<file path="src/rtl/dmem_io_multi_pkg.sv">
// Shared IO register offsets, display field layout and the hex-to-segment decoder
// for the LEGLite data memory with memory-mapped IO.
package dmem_io_multi_pkg;

    localparam int OFS_SWITCH = 0;
    localparam int OFS_SWCHG  = 1;
    localparam int OFS_DISP   = 2;

    localparam int         DISP_BLANK = 4;
    localparam logic [4:0] DISP_RESET = 5'b10000;

    // Segment order {g,f,e,d,c,b,a}, active-high.
    function automatic logic [6:0] hex7seg(input logic [3:0] i_hex);
        logic [6:0] w_seg;
        case (i_hex)
            4'h0:    w_seg = 7'h3F;
            4'h1:    w_seg = 7'h06;
            4'h2:    w_seg = 7'h5B;
            4'h3:    w_seg = 7'h4F;
            4'h4:    w_seg = 7'h66;
            4'h5:    w_seg = 7'h6D;
            4'h6:    w_seg = 7'h7D;
            4'h7:    w_seg = 7'h07;
            4'h8:    w_seg = 7'h7F;
            4'h9:    w_seg = 7'h6F;
            4'hA:    w_seg = 7'h77;
            4'hB:    w_seg = 7'h7C;
            4'hC:    w_seg = 7'h39;
            4'hD:    w_seg = 7'h5E;
            4'hE:    w_seg = 7'h79;
            default: w_seg = 7'h71;
        endcase
        return w_seg;
    endfunction

endpackage

</file>
<file path="src/rtl/dmem_io_multi_debounce.sv">
// One switch channel: two-flop synchroniser followed by a debouncer that accepts
// a new level only after it has been stable for DEBOUNCE consecutive cycles.
module io_debounce #(
    parameter int DEBOUNCE = 4
) (
    input  logic clock,
    input  logic reset_n,
    input  logic raw,
    output logic level,
    output logic chg
);

    localparam int            CW     = $clog2(DEBOUNCE + 1);
    localparam logic [CW-1:0] C_LAST = CW'(DEBOUNCE - 1);
    localparam logic [CW-1:0] C_ONE  = CW'(1);

    logic          r_sync1;
    logic          r_sync2;
    logic          r_level;
    logic [CW-1:0] r_cnt;
    logic          w_diff;
    logic          w_done;

    assign w_diff = (r_sync2 != r_level);
    assign w_done = w_diff && (r_cnt == C_LAST);

    always_ff @(posedge clock or negedge reset_n) begin
        if (!reset_n) begin
            r_sync1 <= 1'b0;
            r_sync2 <= 1'b0;
            r_level <= 1'b0;
            r_cnt   <= '0;
        end else begin
            r_sync1 <= raw;
            r_sync2 <= r_sync1;
            if (!w_diff) begin
                r_cnt <= '0;
            end else if (w_done) begin
                r_level <= r_sync2;
                r_cnt   <= '0;
            end else begin
                r_cnt <= r_cnt + C_ONE;
            end
        end
    end

    assign level = r_level;
    assign chg   = w_done;

endmodule

</file>
<file path="src/rtl/dmem_io_multi.sv">
// LEGLite data memory: word RAM below DEPTH plus switch, sticky change and
// 7-segment display registers mapped from IO_BASE upward.
module dmem_io_multi
    import dmem_io_multi_pkg::*;
#(
    parameter int          DEPTH    = 128,
    parameter int          NUM_SW   = 4,
    parameter int          NUM_DISP = 2,
    parameter int          DEBOUNCE = 4,
    parameter logic [15:0] IO_BASE  = 16'hFFF0
) (
    input  logic                  clock,
    input  logic                  reset_n,
    input  logic [15:0]           dmemaddr,
    input  logic [15:0]           dmemwdata,
    input  logic                  dmemwrite,
    input  logic                  dmemread,
    input  logic [NUM_SW-1:0]     io_sw,
    output logic [15:0]           dmemrdata,
    output logic [7*NUM_DISP-1:0] io_display,
    output logic                  io_irq
);

    localparam int          AW      = (DEPTH > 1) ? $clog2(DEPTH) : 1;
    localparam logic [15:0] DEPTH_W = 16'(DEPTH);

    logic [15:0]       r_ram [DEPTH];
    logic [4:0]        r_disp [NUM_DISP];
    logic [NUM_SW-1:0] r_swchg;
    logic              r_irq;

    logic [NUM_SW-1:0] w_level;
    logic [NUM_SW-1:0] w_chg;
    logic [NUM_SW-1:0] w_swchg_next;
    logic              w_ram_hit;
    logic              w_io_hit;
    logic              w_clr;
    logic [15:0]       w_ofs;

    assign w_ram_hit = (dmemaddr < DEPTH_W);
    assign w_io_hit  = (dmemaddr >= IO_BASE);
    assign w_ofs     = dmemaddr - IO_BASE;
    assign w_clr     = dmemread && w_io_hit && (w_ofs == 16'(OFS_SWCHG));

    for (genvar gi = 0; gi < NUM_SW; gi++) begin : g_sw
        io_debounce #(
            .DEBOUNCE(DEBOUNCE)
        ) u_debounce (
            .clock  (clock),
            .reset_n(reset_n),
            .raw    (io_sw[gi]),
            .level  (w_level[gi]),
            .chg    (w_chg[gi])
        );
    end

    // Set beats clear: a change landing on the clearing read stays visible.
    assign w_swchg_next = (r_swchg & ~{NUM_SW{w_clr}}) | w_chg;

    always_ff @(posedge clock) begin
        if (dmemwrite && w_ram_hit) begin
            r_ram[dmemaddr[AW-1:0]] <= dmemwdata;
        end
    end

    always_ff @(posedge clock or negedge reset_n) begin
        if (!reset_n) begin
            for (int k = 0; k < NUM_DISP; k++) begin
                r_disp[k] <= DISP_RESET;
            end
        end else if (dmemwrite && w_io_hit) begin
            for (int k = 0; k < NUM_DISP; k++) begin
                if (w_ofs == 16'(OFS_DISP + k)) begin
                    r_disp[k] <= dmemwdata[4:0];
                end
            end
        end
    end

    always_ff @(posedge clock or negedge reset_n) begin
        if (!reset_n) begin
            r_swchg <= '0;
            r_irq   <= 1'b0;
        end else begin
            r_swchg <= w_swchg_next;
            r_irq   <= |w_swchg_next;
        end
    end

    always_comb begin
        dmemrdata = 16'h0000;
        if (w_ram_hit) begin
            dmemrdata = r_ram[dmemaddr[AW-1:0]];
        end else if (w_io_hit) begin
            if (w_ofs == 16'(OFS_SWITCH)) begin
                dmemrdata[NUM_SW-1:0] = w_level;
            end
            if (w_ofs == 16'(OFS_SWCHG)) begin
                dmemrdata[NUM_SW-1:0] = r_swchg;
            end
            for (int k = 0; k < NUM_DISP; k++) begin
                if (w_ofs == 16'(OFS_DISP + k)) begin
                    dmemrdata[4:0] = r_disp[k];
                end
            end
        end
    end

    always_comb begin
        io_display = '0;
        for (int k = 0; k < NUM_DISP; k++) begin
            io_display[7*k +: 7] = r_disp[k][DISP_BLANK] ? 7'b0 : hex7seg(r_disp[k][3:0]);
        end
    end

    assign io_irq = r_irq;

endmodule

</file>
<file path="config.mk">
export PLATFORM = sky130hd
export DESIGN_NAME = dmem_io_multi
export DESIGN_NICKNAME = d
export VERILOG_FILES = /design/src/rtl/dmem_io_multi_pkg.sv /design/src/rtl/dmem_io_multi_debounce.sv /design/src/rtl/dmem_io_multi.sv
export SDC_FILE = /design/constraint.sdc
export NUM_CORES = 2
export LEC_CHECK = 0
export BUFFER_PORTS_ARGS = -buffer_cell sky130_fd_sc_hd__buf_2
export CORE_UTILIZATION = 44
export DETAILED_ROUTE_END_ITERATION = 6
export PLACE_DENSITY = 0.67
export SYNTH_ARGS = -nofsm -noshare
export SYNTH_HDL_FRONTEND = slang
export SYNTH_SLANG_ARGS = --single-unit
</file>
<file path="constraint.sdc">
create_clock -name clock -period 4.1 [get_ports clock]
set_clock_uncertainty 0.05 [all_clocks]
set_input_delay 0.82 -clock clock [delete_from_list [all_inputs] [get_ports clock]]
set_output_delay 0.82 -clock clock [all_outputs]
set_load 0.01 [all_outputs]
</file>
==> impl_metrics.yaml <==
clock_network:
  clk_latency_ns: 0.84
  numCtsBuffers: 198
  tritoncts: "done"
  cts-root-buf: "clkbuf_16"
  htree_levels: 4
  max-clock-path-buffers: 3
  path_clk_slew_ns: 0.06
  numClockSinks: 2087
yosys:
  synth_top_cell_area_share_pct: 76.2
  ys.flop_type: "edfxtp_1"
  synth.avg_cell_area_um2: 22.7
  yosysMostFrequentCell: "edfxtp_1"
  ys_seq_area_share_pct: 77.4
  synth-seq-cells: 2087
  synth.cell_area_mm2: 0.0807
  ys_async_sr_fraction_pct: 1.87
  netlist_top_cells_count: "edfxtp_1 (2048), mux4_2 (563), nor2_1 (167)"
  yosysTopAreaCell: "edfxtp_1"
  synth.distinct_cells: 60
  syn_nets: 3602
  syn_inst: 3548
  yosysWarnings: 0
  synth_edf_count: 2048
  synth_area_leaders: "edfxtp_1 (76%), mux4_2 (16%), mux2i_1 (1.2%), dfrtp_1 (1.1%), nor2_1 (0.78%)"
pwr:
  switching_power_uw: 9560
  power.leakage_uw: 0.0312
  cell_internal_pwr_uw: 34900
  switching_share_pct: 21.5
  ir_worst_vdd_v: 0.000426
  clock_power_share_pct: 41.0
  p_total_uw: 44500
  power_frac_comb_pct: 6.1
  power_per_cell_area_mw_per_mm2: 462
  seqPwrFrac_pct: 52.9
route:
  finalWirelength_um: 214000
  drc: 0
  first_pass_iters: 5
  final_antenna_net_count: 0
  wl_per_cell_um: 31.7
  avgViaCountPerCell: 6.11
  drt_iter0_drc: 5830
  vias: 41200
floorplan:
  die_w_um: 430
  fp.dieH_um: 430
  initial_core_util_pct: 44.4
  rows: 156
  dieArea_mm2: 0.185
  coreArea_mm2: 0.182
  ioPinCount: 71
global_route:
  grtUsageTotal_pct: 23.0
  antenna_found_initial: 6
  grt_pass1_vias: 40500
  grt_overflow_total: 0
  grt_max_degree: 101
  grt_pass1_wl_um: 302000
timing:
  slew_headroom_pct: 17.2
  finalHoldViolCount: 0
  worst_pin_slew_ns: 1.24
  rsz0062_at_grt: "true"
  hold_slack_ns: 0.0448
  slew_viol_final: 0
  layout_setup_ws_ns: -0.340
  fin_crit_ns: 4.44
  setup_violations: 16
  period_share_pct: 108
  timing.fmax_mhz: 225
place:
  io_buffer_count: 70
  place.gp.congestion: 0.987
  hpwl_um: 131000
worst_setup_path:
  cp_data_arrival_time_ns: 3.57
  cp-end-kind: "output pin"
  start_kind: "input pin"
  critPathKind: "in2out"
  r2r_cells: 4
  cp.required_ns: 3.23
  crit_fanout: 8
finish:
  layout-drive-gt1-share_pct: 37.5
  fin_util_pct: 53.0
  area_growth_pct: 19.2
  layout.nets: 4267
  fillers: 13600
worst_hold_path:
  hold_path.class: "in2async"
run_status:
  violations: "negative setup slack"
  status: "complete, but fails checks"
flow_run:
  cap_violations: 0
## metrics by stage
stage	setup slack, ns	area, um^2	TNS (ns)	std cells
global route	-0.323	96200	-2.52	6750
CTS	-0.200	95400	-1.69	6707
finish	-0.340	96200	-2.36	6751
global placement	-0.978	87900	-7.31	6309
floorplan	0.376	80700	0	3548
detailed placement	-1.01	87900	-7.60	6309
## worst paths after layout
check	start	end	slack [ns]
hold / removal	reset_n	g_sw[2].u_debounce.r_sync1	0.04
setup reg to reg	g_sw[2].u_debounce.r_sync2	io_irq	2.29
hold reg to reg	g_sw[3].u_debounce.r_sync1	g_sw[3].u_debounce.r_sync2	0.30
setup / recovery	dmemaddr[0]	dmemrdata[5]	-0.34
min in group clock	io_sw[0]	g_sw[0].u_debounce.r_sync1	0.06
max in group asynchronous	reset_n	g_sw[1].u_debounce.level	3.40
## cell usage in the layout, fill, tap and decap left out, types with 8 or more instances in the layout
| cell type | netlist | final |
|---|---|---|
| nand2b_1 | 8 | 8 |
| clkbuf_16 | 0 | 203 |
| o21ai_0 | 20 | 10 |
| clkinv_1 | 1 | 40 |
| mux4_2 | 563 | 563 |
| nor3_1 | 14 | 14 |
| clkinv_2 | 0 | 42 |
| buf_12 | 0 | 71 |
| buf_8 | 0 | 9 |
| mux2i_1 | 98 | 88 |
| buf_4 | 33 | 474 |
| nor2_2 | 0 | 25 |
| a21oi_1 | 31 | 23 |
| a22oi_2 | 0 | 14 |
| edfxtp_1 | 2048 | 2048 |
| nor3b_1 | 10 | 9 |
| mux2_2 | 17 | 17 |
| o22ai_1 | 14 | 9 |
| buf_2 | 67 | 42 |
| nor2b_1 | 20 | 18 |
| and3_1 | 10 | 8 |
| dfrtp_1 | 37 | 37 |
| inv_1 | 10 | 10 |
| clkinvlp_4 | 0 | 8 |
| nand4_1 | 8 | 8 |
| nand2_1 | 75 | 68 |
| buf_16 | 0 | 21 |
| ha_1 | 14 | 14 |
| bufinv_16 | 0 | 19 |
| a22oi_1 | 59 | 45 |
| nand3_1 | 28 | 27 |
| buf_6 | 16 | 25 |
| clkbuf_1 | 49 | 34 |
| o21ai_1 | 5 | 10 |
| nor2_1 | 167 | 142 |
## area by class of cell
type	count	area, um^2	area share, %
flip-flops and latches	2087	62500	64.9
clock inverters	129	1350	1.40
multi-input cells	1262	17800	18.5
well taps	2370	2970	3.08
diodes	2	5.00	0.00520
inverters	12	47.5	0.0494
repair buffers	652	6410	6.67
clock buffers	237	5160	5.37
## worst max-delay path, cell delays in order
cell and delay, ns:
buf_16 0.14, buf_12 0.16, buf_16 0.13, buf_12 0.11
mux4_2 0.49, mux4_2 0.51, a22oi_2 0.63, buf_4 0.24
a31oi_4 0.12, buf_6 0.16
## timing repair
item | in CTS | in global routing
endpoints found under the setup margin | 16 | 16
gates cloned | 9 | 4
setup buffers | 21 | 42
gates resized for setup | 122 | 79
pin swaps | 24 | 36
hold endpoints to repair | 3 | 0
hold buffers | 3 | 0
## flip-flops by register name (all words and copies together), names as in the netlist
signal and flops:
r_ram 2048, g_sw.u_debounce.level 4, r_disp 10, g_sw.u_debounce.r_sync1 4, g_sw.u_debounce.r_sync2 4, g_sw.u_debounce.r_cnt 12, r_swchg 4, io_irq 1
## per-layer routing
metal  vias up  global-route usage (%)  wire length [um]
met3       427                    4.51             20000
met2      2379                    35.6            101000
met4         2                    9.94              9540
met1     22000                    32.1             83200
li1      16400                       -                 -
met5         -                   0.156                40
## cell families (layout without fill, tap and decap cells)
group | count (synthesis) | count (layout) | synth area share (%)
adder cells (fa/ha/maj) | 14 | 14 | 0.217
multiplexers | 678 | 678 | 17.2
XOR/XNOR | 4 | 4 | 0.0434
flip-flops | 2087 | 2087 | 77.4
buffers and inverters | 199 | 1030 | 1.33
AO/OA/AOI/OAI | 198 | 198 | 1.71
other | 0 | 2 | 0
AND/OR/NAND/NOR | 368 | 368 | 2.09
## power groups by stage
stage               Clock, uW  Combinational [uW]  Sequential [uW]
finish                  18300                2710            23500
detailed placement          0                2460            24000
global placement            0                2420            24000
global route            19300                2820            23500
CTS                     18500                2600            23500
floorplan                   0                1200            24000
Power figures use the tool's default switching activity.
